===== config.mk =====
export PLATFORM = sky130hd
export DESIGN_NAME = mc_control_unit
export DESIGN_NICKNAME = d
export VERILOG_FILES = /design/src/rtl/mc_ctrl_pkg.sv /design/src/rtl/mc_output_decode.sv /design/src/rtl/mc_control_unit.sv
export SDC_FILE = /design/constraint.sdc
export NUM_CORES = 1
export LEC_CHECK = 0
export CAP_MARGIN = 20
export CORE_MARGIN = 5
export CORE_UTILIZATION = 40
export DETAILED_ROUTE_END_ITERATION = 12
export MAX_ROUTING_LAYER = met4
export PLACE_DENSITY_LB_ADDON = 0.2
export SYNTH_ARGS = -nofsm -noshare
export SYNTH_HDL_FRONTEND = slang
export SYNTH_SLANG_ARGS = --single-unit

===== constraint.sdc =====
create_clock -name clk -period 2.6 [get_ports clk]
set_clock_uncertainty 0.2 [all_clocks]
set_input_delay 0.65 -clock clk [delete_from_list [all_inputs] [get_ports clk]]
set_output_delay 0.65 -clock clk [all_outputs]
set_load 0.02 [all_outputs]

===== src/rtl/mc_ctrl_pkg.sv =====
// Shared encodings for the multi-cycle MIPS sequencer: FSM states, opcodes,
// datapath mux encodings and the control vector driven into the datapath.
package mc_ctrl_pkg;

    typedef enum logic [3:0] {
        S_FETCH     = 4'd0,
        S_DECODE    = 4'd1,
        S_MEM_ADDR  = 4'd2,
        S_MEM_READ  = 4'd3,
        S_MEM_WB    = 4'd4,
        S_MEM_WRITE = 4'd5,
        S_R_EXEC    = 4'd6,
        S_R_WB      = 4'd7,
        S_BRANCH    = 4'd8,
        S_JUMP      = 4'd9,
        S_ADDI_EXEC = 4'd10,
        S_ADDI_WB   = 4'd11
    } state_e;

    localparam logic [5:0] OP_R    = 6'b000000;
    localparam logic [5:0] OP_LW   = 6'b100011;
    localparam logic [5:0] OP_SW   = 6'b101011;
    localparam logic [5:0] OP_BEQ  = 6'b000100;
    localparam logic [5:0] OP_J    = 6'b000010;
    localparam logic [5:0] OP_ADDI = 6'b001000;

    localparam logic [1:0] ALUOP_ADD   = 2'b00;
    localparam logic [1:0] ALUOP_SUB   = 2'b01;
    localparam logic [1:0] ALUOP_FUNCT = 2'b10;

    localparam logic [1:0] SRCB_B       = 2'b00;
    localparam logic [1:0] SRCB_FOUR    = 2'b01;
    localparam logic [1:0] SRCB_SEXT    = 2'b10;
    localparam logic [1:0] SRCB_SEXT_SH = 2'b11;

    localparam logic [1:0] PCSRC_ALU    = 2'b00;
    localparam logic [1:0] PCSRC_ALUOUT = 2'b01;
    localparam logic [1:0] PCSRC_JUMP   = 2'b10;

    typedef struct packed {
        logic       pc_write;
        logic       pc_write_cond;
        logic       iord;
        logic       mem_read;
        logic       mem_write;
        logic       mem_to_reg;
        logic       ir_write;
        logic       reg_write;
        logic       reg_dst;
        logic       alu_src_a;
        logic [1:0] alu_src_b;
        logic [1:0] alu_op;
        logic [1:0] pc_source;
        logic       instr_done;
    } ctrl_t;

    function automatic logic op_is_legal(input logic [5:0] op);
        logic legal;
        case (op)
            OP_R, OP_LW, OP_SW, OP_BEQ, OP_J, OP_ADDI: legal = 1'b1;
            default:                                   legal = 1'b0;
        endcase
        return legal;
    endfunction

endpackage


===== src/rtl/mc_output_decode.sv =====
// Combinational control-vector decode for the multi-cycle sequencer. Mostly
// Moore on state; FETCH strobes and the MEM_WRITE retire pulse follow mem_ready.
module mc_output_decode
    import mc_ctrl_pkg::*;
(
    input  state_e state_i,
    input  logic   mem_ready_i,
    input  logic   rst_i,
    output ctrl_t  ctrl_o
);

    ctrl_t raw_s;

    // Per-state control values; anything not set stays 0.
    always_comb begin
        raw_s = '0;
        case (state_i)
            S_FETCH: begin
                raw_s.mem_read  = 1'b1;
                raw_s.alu_src_b = SRCB_FOUR;
                raw_s.alu_op    = ALUOP_ADD;
                raw_s.pc_source = PCSRC_ALU;
                raw_s.ir_write  = mem_ready_i;
                raw_s.pc_write  = mem_ready_i;
            end
            S_DECODE: begin
                raw_s.alu_src_b = SRCB_SEXT_SH;
                raw_s.alu_op    = ALUOP_ADD;
            end
            S_MEM_ADDR: begin
                raw_s.alu_src_a = 1'b1;
                raw_s.alu_src_b = SRCB_SEXT;
                raw_s.alu_op    = ALUOP_ADD;
            end
            S_MEM_READ: begin
                raw_s.iord     = 1'b1;
                raw_s.mem_read = 1'b1;
            end
            S_MEM_WB: begin
                raw_s.mem_to_reg = 1'b1;
                raw_s.reg_write  = 1'b1;
                raw_s.instr_done = 1'b1;
            end
            S_MEM_WRITE: begin
                raw_s.iord       = 1'b1;
                raw_s.mem_write  = 1'b1;
                raw_s.instr_done = mem_ready_i;
            end
            S_R_EXEC: begin
                raw_s.alu_src_a = 1'b1;
                raw_s.alu_src_b = SRCB_B;
                raw_s.alu_op    = ALUOP_FUNCT;
            end
            S_R_WB: begin
                raw_s.reg_dst    = 1'b1;
                raw_s.reg_write  = 1'b1;
                raw_s.instr_done = 1'b1;
            end
            S_BRANCH: begin
                raw_s.alu_src_a     = 1'b1;
                raw_s.alu_src_b     = SRCB_B;
                raw_s.alu_op        = ALUOP_SUB;
                raw_s.pc_source     = PCSRC_ALUOUT;
                raw_s.pc_write_cond = 1'b1;
                raw_s.instr_done    = 1'b1;
            end
            S_JUMP: begin
                raw_s.pc_source  = PCSRC_JUMP;
                raw_s.pc_write   = 1'b1;
                raw_s.instr_done = 1'b1;
            end
            S_ADDI_EXEC: begin
                raw_s.alu_src_a = 1'b1;
                raw_s.alu_src_b = SRCB_SEXT;
                raw_s.alu_op    = ALUOP_ADD;
            end
            S_ADDI_WB: begin
                raw_s.reg_write  = 1'b1;
                raw_s.instr_done = 1'b1;
            end
            default: raw_s = '0;
        endcase
    end

    // Reset suppresses every architectural write strobe; mux selects pass through.
    assign ctrl_o.pc_write      = raw_s.pc_write      & ~rst_i;
    assign ctrl_o.pc_write_cond = raw_s.pc_write_cond & ~rst_i;
    assign ctrl_o.ir_write      = raw_s.ir_write      & ~rst_i;
    assign ctrl_o.mem_write     = raw_s.mem_write     & ~rst_i;
    assign ctrl_o.reg_write     = raw_s.reg_write     & ~rst_i;
    assign ctrl_o.instr_done    = raw_s.instr_done    & ~rst_i;
    assign ctrl_o.iord          = raw_s.iord;
    assign ctrl_o.mem_read      = raw_s.mem_read;
    assign ctrl_o.mem_to_reg    = raw_s.mem_to_reg;
    assign ctrl_o.reg_dst       = raw_s.reg_dst;
    assign ctrl_o.alu_src_a     = raw_s.alu_src_a;
    assign ctrl_o.alu_src_b     = raw_s.alu_src_b;
    assign ctrl_o.alu_op        = raw_s.alu_op;
    assign ctrl_o.pc_source     = raw_s.pc_source;

endmodule


===== src/rtl/mc_control_unit.sv =====
// Multi-cycle MIPS control unit: state register, next-state dispatch and the
// retired-instruction counter; control decode lives in mc_output_decode.
module mc_control_unit
    import mc_ctrl_pkg::*;
(
    input  logic        clk,
    input  logic        rst,
    input  logic [5:0]  opcode,
    input  logic        zero,
    input  logic        mem_ready,
    output logic        PCWrite,
    output logic        PCWriteCond,
    output logic        IorD,
    output logic        MemRead,
    output logic        MemWrite,
    output logic        MemtoReg,
    output logic        IRWrite,
    output logic        RegWrite,
    output logic        RegDst,
    output logic        ALUSrcA,
    output logic [1:0]  ALUSrcB,
    output logic [1:0]  ALUOp,
    output logic [1:0]  PCSource,
    output logic [3:0]  state,
    output logic        instr_done,
    output logic        illegal_op,
    output logic [31:0] instr_count
);

    state_e      state_q;
    logic [31:0] instr_count_q;
    logic [31:0] instr_count_d;
    ctrl_t       ctrl_s;
    logic        zero_unused_s;

    mc_output_decode u_decode (
        .state_i     (state_q),
        .mem_ready_i (mem_ready),
        .rst_i       (rst),
        .ctrl_o      (ctrl_s)
    );

    // zero is consumed by the datapath's PC-load gate, not by the sequencer.
    assign zero_unused_s = zero;

    // Counter wraps naturally through the 32-bit add.
    always_comb begin
        instr_count_d = instr_count_q;
        if (ctrl_s.instr_done) begin
            instr_count_d = instr_count_q + 32'd1;
        end else begin
            instr_count_d = instr_count_q;
        end
    end

    // Sequencer state and retired-instruction counter.
    always_ff @(posedge clk) begin
        if (rst) begin
            state_q       <= S_FETCH;
            instr_count_q <= 32'd0;
        end else begin
            instr_count_q <= instr_count_d;
            case (state_q)
                S_FETCH:     state_q <= mem_ready ? S_DECODE : S_FETCH;
                S_DECODE: begin
                    case (opcode)
                        OP_R:         state_q <= S_R_EXEC;
                        OP_LW, OP_SW: state_q <= S_MEM_ADDR;
                        OP_BEQ:       state_q <= S_BRANCH;
                        OP_J:         state_q <= S_JUMP;
                        OP_ADDI:      state_q <= S_ADDI_EXEC;
                        default:      state_q <= S_FETCH;
                    endcase
                end
                S_MEM_ADDR:  state_q <= (opcode == OP_SW) ? S_MEM_WRITE : S_MEM_READ;
                S_MEM_READ:  state_q <= mem_ready ? S_MEM_WB : S_MEM_READ;
                S_MEM_WB:    state_q <= S_FETCH;
                S_MEM_WRITE: state_q <= mem_ready ? S_FETCH : S_MEM_WRITE;
                S_R_EXEC:    state_q <= S_R_WB;
                S_R_WB:      state_q <= S_FETCH;
                S_BRANCH:    state_q <= S_FETCH;
                S_JUMP:      state_q <= S_FETCH;
                S_ADDI_EXEC: state_q <= S_ADDI_WB;
                S_ADDI_WB:   state_q <= S_FETCH;
                default:     state_q <= S_FETCH;
            endcase
        end
    end

    assign illegal_op  = (state_q == S_DECODE) & ~op_is_legal(opcode) & ~rst;

    assign PCWrite     = ctrl_s.pc_write;
    assign PCWriteCond = ctrl_s.pc_write_cond;
    assign IorD        = ctrl_s.iord;
    assign MemRead     = ctrl_s.mem_read;
    assign MemWrite    = ctrl_s.mem_write;
    assign MemtoReg    = ctrl_s.mem_to_reg;
    assign IRWrite     = ctrl_s.ir_write;
    assign RegWrite    = ctrl_s.reg_write;
    assign RegDst      = ctrl_s.reg_dst;
    assign ALUSrcA     = ctrl_s.alu_src_a;
    assign ALUSrcB     = ctrl_s.alu_src_b;
    assign ALUOp       = ctrl_s.alu_op;
    assign PCSource    = ctrl_s.pc_source;
    assign instr_done  = ctrl_s.instr_done;
    assign state       = state_q;
    assign instr_count = instr_count_q;

endmodule


==> summary.md, run 1 <==
| Metric | Value |
|---|---|
| Max rail drop VDD | `0.210 mV` |
| Clock share of power | `0.380` |
| Share of post-route cells with drive strength above 1 | `0.197` |
| First-pass GRT wire length | `9.78 mm` |
| Avg WL per Cell | `13.4 um` |
| Number of global-route vias before repair | `2077` |
| Largest net degree at the start of global routing | `25` |
| Comb pwr share | `0.096` |
| Total track usage | `0.189` |
| Worst-Skew Late Latency | `280 ps` |
| Syn Nets | `274` |
| Power Total | `0.00106 W` |
| Fill count | `497` |
| Post-route setup slack | `37.8 ps` |
| Net Sw Frac | `0.235` |
| Nets | `366` |
| P per Cell Area | `340 nW/um^2` |
| Die Y-Extent | `82.7 um` |
| Synth top area cells | `dfxtp_1 (34%), xnor2_1 (7.9%), nor2_1 (7.5%)` |
| GRT overflow | `0` |
| Die footprint | `6840 um^2` |
| Pre-antenna DRT Iters | `4` |
| Post-route ant nets | `0` |
| Pre-CTS WS | `-699 ps` |
| Initial Util | `0.414` |
| Ys flop type | `dfxtp_1` |
| Max clock buf depth | `2` |
| I/O pins | `64` |
| Top cells by count, synth | `nor2_1 (42), dfxtp_1 (36), xnor2_1 (19), nand4_1 (17), nor3_1 (16)` |
| Number of hold violations in the final report | `0` |
| Drt via density | `5.14` |
| # rows | `26` |
| Root buffer selected by CTS | `clkbuf_8` |
| P_leak | `1.19 nW` |
| Slew Viols, Final | `0` |
| Seq pwr share | `0.524` |
| RePlAce Congestion | `0.802` |
| Vias | `2189` |
| Number of synthesized flops with an enable pin | `0` |
| Crit. End Element | `output port` |
| Mapped Cells | `263` |
| Register Area | `722 um^2` |
| Synth top area share | `0.341` |
| CTS clk-pin slew, worst paths | `70 ps` |
| Seq cells post-synth | `36` |
| Synth cell types | `40` |
| Core area | `5110 um^2` |
| Post-synth ARST share | `0` |
| Peak Freq | `0.390 GHz` |
| Die X-Extent | `82.7 um` |
| Post-synth top area cell | `dfxtp_1` |
| Netlist Area Pre-Place | `2120 um^2` |
| Crit Path Class | `input port to output port` |
| Internal power | `0.000810 W` |
| Crit share post-route | `0.985` |
| Hold_ws | `328 ps` |
| DRC | `0` |
| Worst setup SP type | `input port` |
| Initial DRC count | `111` |
| Multi-input gate area | `1330 um^2` |
| CTS H-tree depth | `2` |
| Core Util, Final | `0.609` |
| Sequential-to-total area share from yosys stat | `0.341` |
| Outcome | `completed` |
| CTS buffer count | `5` |
| Dpl hpwl | `4.41 mm` |
| Port Buf Inserts | `62` |
| Critical path data arrival time | `1710 ps` |
| Final Setup Violations | `0` |
| Initial antenna violation count | `0` |
| WL final | `5.69 mm` |
| CTS hold repair buffers | `0` |
| P&R area growth vs syn | `47.0%` |
| Total clock sinks | `36` |
| Worst slew margin | `0.759` |
| Least-Margin Pin Slew | `357 ps` |
| RSZ-0062 raised after global routing | `no` |
| Most numerous cell in the Yosys netlist | `nor2_1` |
| ANT cells | `0` |
| Yosys warns | `0` |
| Psw | `0.000248 W` |
| Fin crit period | `2560 ps` |
| Worst path required time | `1750 ps` |
| CTS tree | `yes` |
| Crit path max fanout | `2` |
| Min-Delay Path Class | `flip-flop to flip-flop` |
| Avg Synthesized Cell Area | `8.04 um^2` |
| Maximum capacitance violations | `0` |
## worst max-delay path, stage by stage
cell and delay (ps):
clkdlybuf4s15_1 180, nor4b_1 60, or4_1 560, nor2_2 140, buf_6 120
## final timing paths
kind / start / end / slack (ps) / depth (start not counted)
max: mem_ready / instr_done / 40 / 5
max reg2reg: state[1] / state[2] / 260 / 7
min reg2reg: instr_count[31] / instr_count[31] / 330 / 2
min: instr_count[31] / instr_count[31] / 330 / 2
## logic make-up after synthesis
kind of cell               synth area share
adders and majority gates            0.0106
xor gates and xnor gates              0.132
and+or+nand+nor                       0.411
DFF                                   0.341
buffers and inverters                0.0473
AOI/OAI and AO/OA                    0.0580
## area by class of cell
| type | count | share of cell area |
|---|---|---|
| clock buffer | 6 | 0.0265 |
| tap | 70 | 0.0282 |
| multi-input combinational | 208 | 0.428 |
| timing repair buffer | 101 | 0.278 |
| clock inverter | 2 | 0.00322 |
| sequential | 36 | 0.232 |
| inverter | 3 | 0.00362 |
## routing by layer
metal / vias to the layer above / wire [um] / global-route usage
met4: 0 / 57 / 0.0441
met3: 6 / 248 / 0.0401
met2: 46 / 2650 / 0.300
met1: 1015 / 2740 / 0.246
li1: 1122 / - / -
met5: - / 0 / -
## power by group through the flow
stage / Clock [W] / Sequential, W / Combinational (W)
after floorplan: 0 / 0.000569 / 0.0000489
after global placement: 0 / 0.000567 / 0.000107
after detailed placement: 0 / 0.000567 / 0.000108
after CTS: 0.000412 / 0.000554 / 0.000102
after global routing: 0.000447 / 0.000555 / 0.000111
final: 0.000403 / 0.000554 / 0.000102
## state kept, by name, indices dropped and copies added (netlist names)
| register | flops |
|---|---|
| state | 4 |
| instr_count | 32 |
## per-stage QoR
step                area (um^2)  TNS [ps]  cells
finish                     3110         0    426
detailed placement         3040     -7080    418
global route               3110         0    426
floorplan                  2130         0    263
global placement           3040     -6640    418
CTS                        3120         0    426
## placed cells by master (no fill, tap or decap), drive strengths merged, types with 2 or more instances in the layout
master and instances:
a21oi 11, a31oi 2, and2 3, and3 7, and4 6, buf 43
clkbuf 10, clkdlybuf4s50 37, clkinv 2, dfxtp 36, dlygate4sd2 15, inv 3
nand2 14, nand2b 3, nand3 9, nand4 17, nor2 42, nor2b 4
nor3 16, nor3b 5, nor4 14, nor4b 2, o21ai 4, or2 2
or3 4, or4 4, xnor2 19, xor2 13
## what timing repair did
action                                  4_1_cts  5_1_grt
hold endpoints to repair                      0        0
buffers inserted                              0        0
pin swaps                                     5        0
endpoints found under the setup margin       18        8
resized for setup                            47       16
Power figures use the tool's default switching activity.
==> run 2: changes to the inputs <==
--- a/config.mk
+++ b/config.mk
@@ -6,7 +6,7 @@
 export NUM_CORES = 1
 export LEC_CHECK = 0
 export CAP_MARGIN = 20
-export CORE_MARGIN = 5
+export CORE_MARGIN = 3
 export CORE_UTILIZATION = 40
 export DETAILED_ROUTE_END_ITERATION = 12
 export MAX_ROUTING_LAYER = met4
==> run 2 against run 1 <==
First-iteration DRC count up 32%. Setup slack better by 25 ps. Sequential share of layout area about the same. Non-clock buffer count down 2. Count of clock-buffer cells in the layout up 2. Routed wire length up 2.6%. Via count up 3.0%. Cell area down 0.36%. Die area down 9.4%. Largest cell class unchanged.
==> summary.md, run 2 (same netlist as run 1, synthesis figures left out) <==
| Metric | Value |
|---|---|
| Outcome | `completed` |
| Die X-Extent | `78.7 um` |
| Final Setup Violations | `0` |
| Die footprint | `6200 um^2` |
| Clock share of power | `0.383` |
| Dpl hpwl | `4.25 mm` |
| Crit. End Element | `output port` |
| Crit-path cells | `buf_4 -> buf_4 -> nor3b_1 -> a21oi_1 -> nor4_1 -> buf_2` |
| Final instance area | `3100 um^2` |
| CTS H-tree depth | `2` |
| WHS Endpoint | `instr_count[31]` |
| Reg2reg end | `state[2]` |
| CTS buffer count | `5` |
| Root buffer selected by CTS | `clkbuf_8` |
| Seq pwr share | `0.519` |
| CP delay by family, top | `buffers and inverters` |
| Number of global-route vias before repair | `2088` |
| Initial antenna violation count | `0` |
| Avg WL per Cell | `13.9 um` |
| RSZ-0062 raised after global routing | `no` |
| Pre-antenna DRT Iters | `4` |
| Worst slew margin | `0.725` |
| WHS Path Cells | `2` |
| DRC | `0` |
| Worst Path Buf+Inv | `3` |
| Internal power | `0.000817 W` |
| Crit Path Class | `flip-flop to output port` |
| Crit share post-route | `0.976` |
| Largest net degree at the start of global routing | `23` |
| First-pass GRT wire length | `9.83 mm` |
| Vias | `2254` |
| Worst-Skew Late Latency | `280 ps` |
| P per Cell Area | `345 nW/um^2` |
| Net Sw Frac | `0.235` |
| Crit path max fanout | `6` |
| RePlAce Congestion | `0.819` |
| GRT overflow | `0` |
| # Post-CTS Setup Buffers | `0` |
| Least-Margin Pin Slew | `412 ps` |
| Flip-flop count of the largest register after layout | `32` |
| Maximum capacitance violations | `0` |
| Max rail drop VDD | `0.236 mV` |
| Initial Util | `0.431` |
| Comb pwr share | `0.098` |
| Worst setup SP type | `flip-flop` |
| Port Buf Inserts | `62` |
| Drt via density | `5.35` |
| I/O pins | `64` |
| CP peak stage delay | `390 ps` |
| Psw | `0.000251 W` |
| Final Non-Filler Cells | `421` |
| Most frequent CP cell | `buf_4` |
| Slowest CP cell | `dfxtp_1` |
| Worst path required time | `1750 ps` |
| Number of hold violations in the final report | `0` |
| Total track usage | `0.199` |
| Peak Freq | `0.394 GHz` |
| ANT cells | `0` |
| Die Y-Extent | `78.7 um` |
| Max clock buf depth | `2` |
| WL final | `5.84 mm` |
| P&R area growth vs syn | `46.5%` |
| CTS clk-pin slew, worst paths | `70 ps` |
| R2r worst-path depth | `7` |
| R2r startpoint | `state[3]` |
| Core area | `4910 um^2` |
| Slew Viols, Final | `0` |
| Fin crit period | `2540 ps` |
| Commonest cells after routing, fill and taps aside | `nor2_1 (40), buf_4 (39), dfxtp_1 (36), clkdlybuf4s50_1 (36), xnor2_1 (19)` |
| Initial DRC count | `147` |
| Min-Delay Path Class | `flip-flop to flip-flop` |
| Post-route ant nets | `0` |
| Placed instance area | `3020 um^2` |
| Placed cells | `413` |
| Core Util, Final | `0.631` |
| Setup_tns | `0 ps` |
| Total clock sinks | `36` |
| Nets | `364` |
| CTS tree | `yes` |
| Hold_ws | `327 ps` |
| Commonest non-fill, non-tap cell in the layout | `nor2_1` |
| Share of post-route cells with drive strength above 1 | `0.195` |
| Critical path data arrival time | `1690 ps` |
| Flop2flop setup slack | `140 ps` |
| # rows | `25` |
| HP Start | `instr_count[31]` |
| P_leak | `1.20 nW` |
[run 2: routing by layer]
metal	vias to the layer above	wire (um)	global-route usage
met5	-	0	-
met3	9	229	0.0340
met2	56	2660	0.307
li1	1119	-	-
met4	0	56	0.0455
met1	1070	2890	0.272
[run 2: worst reg2reg max path, stage by stage (launching register included)]
cell	delay, ps
dfxtp_1	390
buf_4	170
buf_4	140
or2_1	250
or4_1	490
or4_1	420
o221a_1	240
nor2_1	90
[run 2: area by class of cell]
type,instances,area [um^2]
timing repair buffer,99,855
sequential,36,721
multi-input combinational,208,1340
fill,477,1810
inverter,3,11.3
clock buffer,8,90.1
tap,67,83.8
[run 2: what timing repair did]
| action | in CTS | in global routing |
|---|---|---|
| hold buffers | 0 | 0 |
| gates resized for setup | 61 | 11 |
| setup endpoints to repair | 31 | 4 |
| pin swaps | 1 | 3 |
[run 2: power groups by stage]
stage                     clock network (W)  logic [W]  registers [W]
after CTS                          0.000415   0.000105       0.000554
after global placement                    0   0.000107       0.000567
after detailed placement                  0   0.000108       0.000567
final                              0.000408   0.000105       0.000554
after floorplan                           0  0.0000489       0.000569
after global routing               0.000445   0.000114       0.000554
[run 2: how the worst max path moves through the flow]
stage,start,endpoint,slack (ps),cells after the start
2_1_floorplan,state[0],PCWrite,40,4
3_3_place_gp,mem_ready,instr_done,-860,5
3_5_place_dp,mem_ready,instr_done,-860,5
4_1_cts,opcode[4],illegal_op,-30,5
5_1_grt,state[3],PCWrite,4,6
6_report,state[3],PCWrite,60,6
[run 2: through the flow]
stage          total power (W)  setup WS (ps)
2_1_floorplan         0.000618           36.0
3_3_place_gp          0.000674           -863
3_5_place_dp          0.000675           -858
4_1_cts                0.00107          -27.8
5_1_grt                0.00111           4.21
6_report               0.00107           63.1
==> run 3: changes to the inputs <==
==> constraint.sdc (replaced) <==
create_clock -name clk -period 2.7 [get_ports clk]
set_clock_uncertainty 0.2 [all_clocks]
set_input_delay 0.675 -clock clk [delete_from_list [all_inputs] [get_ports clk]]
set_output_delay 0.675 -clock clk [all_outputs]
set_load 0.02 [all_outputs]
==> run 3 against run 2 <==
Via count fell by 3.7%. Count of clock-buffer cells in the layout fell by 2. Cell area fell by 1.3%. Global-route usage fell by 0.15 points. Routed wire length fell by 2.3%. Sequential power fell by 3.6%. Flip-flop and latch count did not move. First-iteration DRC count fell by 35%. Core utilization fell by 0.79 points. Total power fell by 7.4%. Critical path depth fell by 1. Register-to-register slack improved by 140 ps. Critical endpoint is now illegal_op.
==> summary.md, run 3 (same netlist as run 1, synthesis figures left out) <==
| Metric | Value |
|---|---|
| Worst Path Buf+Inv | `2` |
| Crit share post-route | `0.975` |
| Share of post-route cells with drive strength above 1 | `0.170` |
| Worst path required time | `1820 ps` |
| Min-Delay Path Class | `flip-flop to flip-flop` |
| Total track usage | `0.197` |
| Root buffer selected by CTS | `clkbuf_8` |
| Crit-path cells | `clkdlybuf4s50_1 -> or3_4 -> nor2_2 -> nor4_1 -> buf_2` |
| Core area | `4910 um^2` |
| I/O pins | `64` |
| Post-route ant nets | `0` |
| P&R area growth vs syn | `44.6%` |
| Placed cells | `407` |
| Slowest CP cell | `clkdlybuf4s50_1` |
| Critical path data arrival time | `1760 ps` |
| Final Non-Filler Cells | `415` |
| Multi-input gate area | `1330 um^2` |
| Fin crit period | `2630 ps` |
| Crit path max fanout | `2` |
| CTS H-tree depth | `2` |
| Drt via density | `5.23` |
| Least-Margin Pin Slew | `496 ps` |
| RePlAce Congestion | `0.842` |
| Dpl hpwl | `4.15 mm` |
| Slew Viols, Final | `0` |
| CTS buffer count | `5` |
| DRC | `0` |
| Crit Path Class | `input port to output port` |
| Worst setup SP type | `input port` |
| P per Cell Area | `323 nW/um^2` |
| Port Buf Inserts | `62` |
| Total clock sinks | `36` |
| Die Y-Extent | `78.7 um` |
| Nets | `359` |
| # rows | `25` |
| Maximum capacitance violations | `0` |
| Initial DRC count | `95` |
| WL final | `5.71 mm` |
| Fill count | `468` |
| P_leak | `1.17 nW` |
| Peak Freq | `0.380 GHz` |
| CP delay by family, top | `buffers and inverters` |
| Worst-Skew Late Latency | `280 ps` |
| Final Setup Violations | `0` |
| Avg WL per Cell | `13.8 um` |
| Die X-Extent | `78.7 um` |
| Crit. End Element | `output port` |
| Outcome | `completed` |
| Commonest non-fill, non-tap cell in the layout | `nor2_1` |
| Commonest cells after routing, fill and taps aside | `nor2_1 (41), clkdlybuf4s50_1 (37), dfxtp_1 (36)` |
| Worst slew margin | `0.669` |
| CTS tree | `yes` |
| Core Util, Final | `0.623` |
| Pre-antenna DRT Iters | `4` |
| ANT cells | `0` |
| Initial Util | `0.431` |
| Number of global-route vias before repair | `2005` |
| CTS clk-pin slew, worst paths | `70 ps` |
| Vias | `2170` |
| Max clock buf depth | `2` |
| CP peak stage delay | `410 ps` |
| Flip-flop count of the largest register after layout | `32` |
| Die footprint | `6200 um^2` |
| Largest net degree at the start of global routing | `30` |
| Max rail drop VDD | `0.241 mV` |
| Setup_tns | `0 ps` |
| Initial antenna violation count | `0` |
| Number of hold violations in the final report | `0` |
| GRT overflow | `0` |
| First-pass GRT wire length | `9.70 mm` |
| Register Area | `721 um^2` |
[run 3: cell count changes in the layout (fill, tap and decap cells not counted), sizes merged]
cell           delta
buf               -9
clkinv            +1
clkdlybuf4s15     +2
clkbuf            -2
clkdlybuf4s50     +1
dlymetal6s2s      +1
[run 3: cell type report]
type                            instances  area share
Clock buffer                            6      0.0237
Clock inverter                          1     0.00164
Inverter                                3     0.00368
Multi-Input combinational cell        208       0.433
Sequential cell                        36       0.235
Tap cell                               67      0.0274
Timing Repair Buffer                   94       0.275
[run 3: layer usage]
metal | share of wire | track usage | vias up | wire length, um
li1 | - | - | 1117 | -
met1 | 0.49 | 0.265 | 1006 | 2780
met2 | 0.46 | 0.306 | 43 | 2640
met3 | 0.039 | 0.0306 | 4 | 225
met4 | 0.010 | 0.0612 | 0 | 59
met5 | 0 | - | - | 0
[run 3: power breakdown]
group	switching [W]	leakage, nW	internal (W)
clock	0.000178	0.0410	0.000175
sequential	0.00000155	0.290	0.000532
combinational	0.0000539	0.838	0.0000471
[run 3: worst min-delay path, cell delays in order, from the launching register on]
cell and delay, ps:
dfxtp_1 350, xnor2_1 70, nor2_1 70
[run 3: repair_timing]
action	CTS	global route
pin swaps	2	5
endpoints found under the hold margin	0	0
gates resized for setup	46	13
setup endpoints to repair	17	4
buffers inserted	0	1
hold buffers	0	0
[run 3: stage by stage]
stage	total power (W)	worst slack [ps]	hold slack, ps	area [um^2]
global route	0.00103	-16.9	381	3060
detailed placement	0.000648	-703	311	2960
finish	0.000989	66.5	318	3060
CTS	0.00100	-1.25	324	3040
global placement	0.000647	-702	302	2960
floorplan	0.000593	24.1	382	2120
[run 3: path summary, 6_finish.rpt]
path / startpoint / end / depth (start not counted) / slack [ps]
setup / recovery: opcode[4] / illegal_op / 5 / 70
hold / removal: instr_count[31] / instr_count[31] / 2 / 320
setup reg to reg: state[3] / instr_count[21] / 7 / 280
hold reg to reg: instr_count[31] / instr_count[31] / 2 / 320
==> RTL edit (config.mk and constraints of run 1) <==
Reset style: asynchronous (`rst`), changed in one clocked block.
--- a/src/rtl/mc_control_unit.sv
+++ b/src/rtl/mc_control_unit.sv
@@ -56,3 +56,3 @@
     // Sequencer state and retired-instruction counter.
-    always_ff @(posedge clk) begin
+    always_ff @(posedge clk or posedge rst) begin
         if (rst) begin
Function: differs if rst is asserted again (counterexample within 4 cycles, from zero or initial values and one cycle with rst high); with rst held inactive, the same outputs for 10 cycles.
==> RTL edit against run 1 <==
  * Worst setup slack better by 0.016 ns
  * Sequential cell count is the same
  * Design area up 0.52%
  * Register-to-register slack improved by 0.07 ns
  * Synthesized area down 2.5%
  * Routed wire length decreased by 9.6%
  * Via count shrank 11%
  * Critical endpoint is now illegal_op
  * Largest cell class unchanged
Power is not compared: it rests on default switching activity, and its combinational part moved more than twofold at a synthesized area within 25%.
==> RTL edit: results (changes against run 1) <==
| Metric | Value |
|---|---|
| Post-Route WL | `5150 µm (-9.6%)` |
| Setup Fix Bufs, Post-CTS | `0 (unchanged)` |
| Largest net degree at the start of global routing | `21 (-16%)` |
| R2R setup slack | `0.33 ns (+0.07 ns)` |
| R2R cell count | `8 (+1)` |
| CP Capture Point | `illegal_op` |
| Net count after synthesis | `231 (-16%)` |
| Largest cells by area after synthesis | `dfrtp_1 (44%), xor2_1 (8.9%), xnor2_1 (5.1%), nor3_1 (4.9%), nand2_1 (3.8%)` |
| Drt pass-1 iters | `4 (unchanged)` |
| Final setup vio count | `0 (unchanged)` |
| Worst r2r src | `state[2]$_DFF_PP0_` |
| Post-synthesis area per instance | `9.37 µm² (+17%)` |
| Fin nets | `328 (-10%)` |
| Max transition margin | `69.9% (-6.0 points)` |
| Reg-to-Reg End | `instr_count[9]$_DFFE_PP0P_` |
| Place WS | `-0.522 ns (+0.178 ns)` |
| Clock buffer depth | `2 (unchanged)` |
| Initial antenna violation count | `0 (unchanged)` |
| Gpl congestion | `0.831 (+3.6%)` |
| Fillers | `470 (-5.4%)` |
| DR iter-0 viols | `84 (-24%)` |
| Vias in the first global route | `1,873 (-9.8%)` |
| Crit path from | `opcode[4]` |
| Total track usage | `16.6% (-2.3 points)` |
| Seq/Total Area, Yosys | `43.7% (+9.6 points)` |
| Placed cell area | `3030 µm² (-0.37%)` |
| Slowest-stage cell, CP | `clkdlybuf4s50_1` |
| CTS Buf Count | `5 (unchanged)` |
| Switch share | `~36%` |
| Via count | `1,957 (-11%)` |
| # diodes | `0 (unchanged)` |
| Layout cells sized above 1 | `23.0% (+3.3 points)` |
| Half-perimeter wire length after placement | `4030 µm (-8.6%)` |
| CP max FO | `3 (+1)` |
| First-pass GRT wire length | `8580 µm (-12%)` |
| Final worst slack | `0.0533 ns (+0.0155 ns)` |
| Commonest cells post-synth | `dfrtp_1 (36), nand2_1 (21), xor2_1 (21), nor3_1 (20), nor2_1 (19)` |
| Ys async rst share | `100% (+100 points)` |
| Status | `complete, no violations` |
| Clock latency on the worst-skew pair | `0.28 ns (about the same)` |
[RTL edit: per-layer routing]
metal | vias up | GRT usage [%] | routed length, µm
met5 | - | - | 0
met4 | 0 | 3.99 | 54
met3 | 4 | 2.52 | 222
met2 | 49 | 26.7 | 2500
met1 | 942 | 22.0 | 2370
li1 | 962 | - | -
[RTL edit: power by group through the flow]
stage	logic, µW	registers (µW)	clock network (µW)
floorplan	335	708	0
global placement	743	670	0
detailed placement	748	669	0
CTS	720	663	402
global route	787	671	430
finish	721	661	392
[RTL edit: worst min-delay path by stage]
stage	startpoint	end	slack, ns	depth (start not counted)
6_report	instr_count[31]$_DFFE_PP0P_	instr_count[31]$_DFFE_PP0P_	0.27	1
5_1_grt	instr_count[31]$_DFFE_PP0P_	instr_count[31]$_DFFE_PP0P_	0.28	1
4_1_cts	instr_count[31]$_DFFE_PP0P_	instr_count[31]$_DFFE_PP0P_	0.28	1
3_5_place_dp	instr_count[31]$_DFFE_PP0P_	instr_count[31]$_DFFE_PP0P_	0.26	1
3_3_place_gp	instr_count[31]$_DFFE_PP0P_	instr_count[31]$_DFFE_PP0P_	0.26	1
2_1_floorplan	instr_count[31]$_DFFE_PP0P_	instr_count[31]$_DFFE_PP0P_	0.38	1
[RTL edit: cells by family after synthesis]
group,count (synthesis),share of synthesized area (%)
DFF,36,43.7
and+or+nand+nor,113,30.9
xor gates and xnor gates,33,14.0
buffers and inverters,15,2.91
muxes,4,2.06
adders and majority gates,1,0.607
AOI/OAI and AO/OA,18,5.83
[RTL edit: area by class of cell]
type / count / area (µm²) / area share, %
multi-input cells: 169 / 1130 / 36.3
well taps: 70 / 87.6 / 2.80
repair buffers: 100 / 892 / 28.5
clock buffers: 5 / 68.8 / 2.20
inverters: 5 / 22.5 / 0.720
clock inverters: 3 / 18.8 / 0.600
flip-flops and latches: 36 / 902 / 28.9
[RTL edit: critical path, delay by kind of cell]
kind | cells | cell delay [ns]
AO/OA/AOI/OAI | 1 | 0.23
buffers and inverters | 2 | 0.72
AND/OR/NAND/NOR | 1 | 0.09
[RTL edit: timing repair]
action / in CTS / in global routing
hold buffers: 0 / 0
pin swaps: 1 / 2
gates cloned: 0 / 0
gates resized for setup: 34 / 20
setup endpoints to repair: 18 / 6
[RTL edit: stage by stage]
step	util [%]	cells	power [µW]	setup TNS, ns
final	62.0	388	1770	0
after global routing	62.0	388	1890	0
after CTS	61.6	388	1780	-0.192
after detailed placement	60.1	380	1420	-5.18
after global placement	60.1	380	1410	-4.90
after floorplan	-	220	1040	-0.167
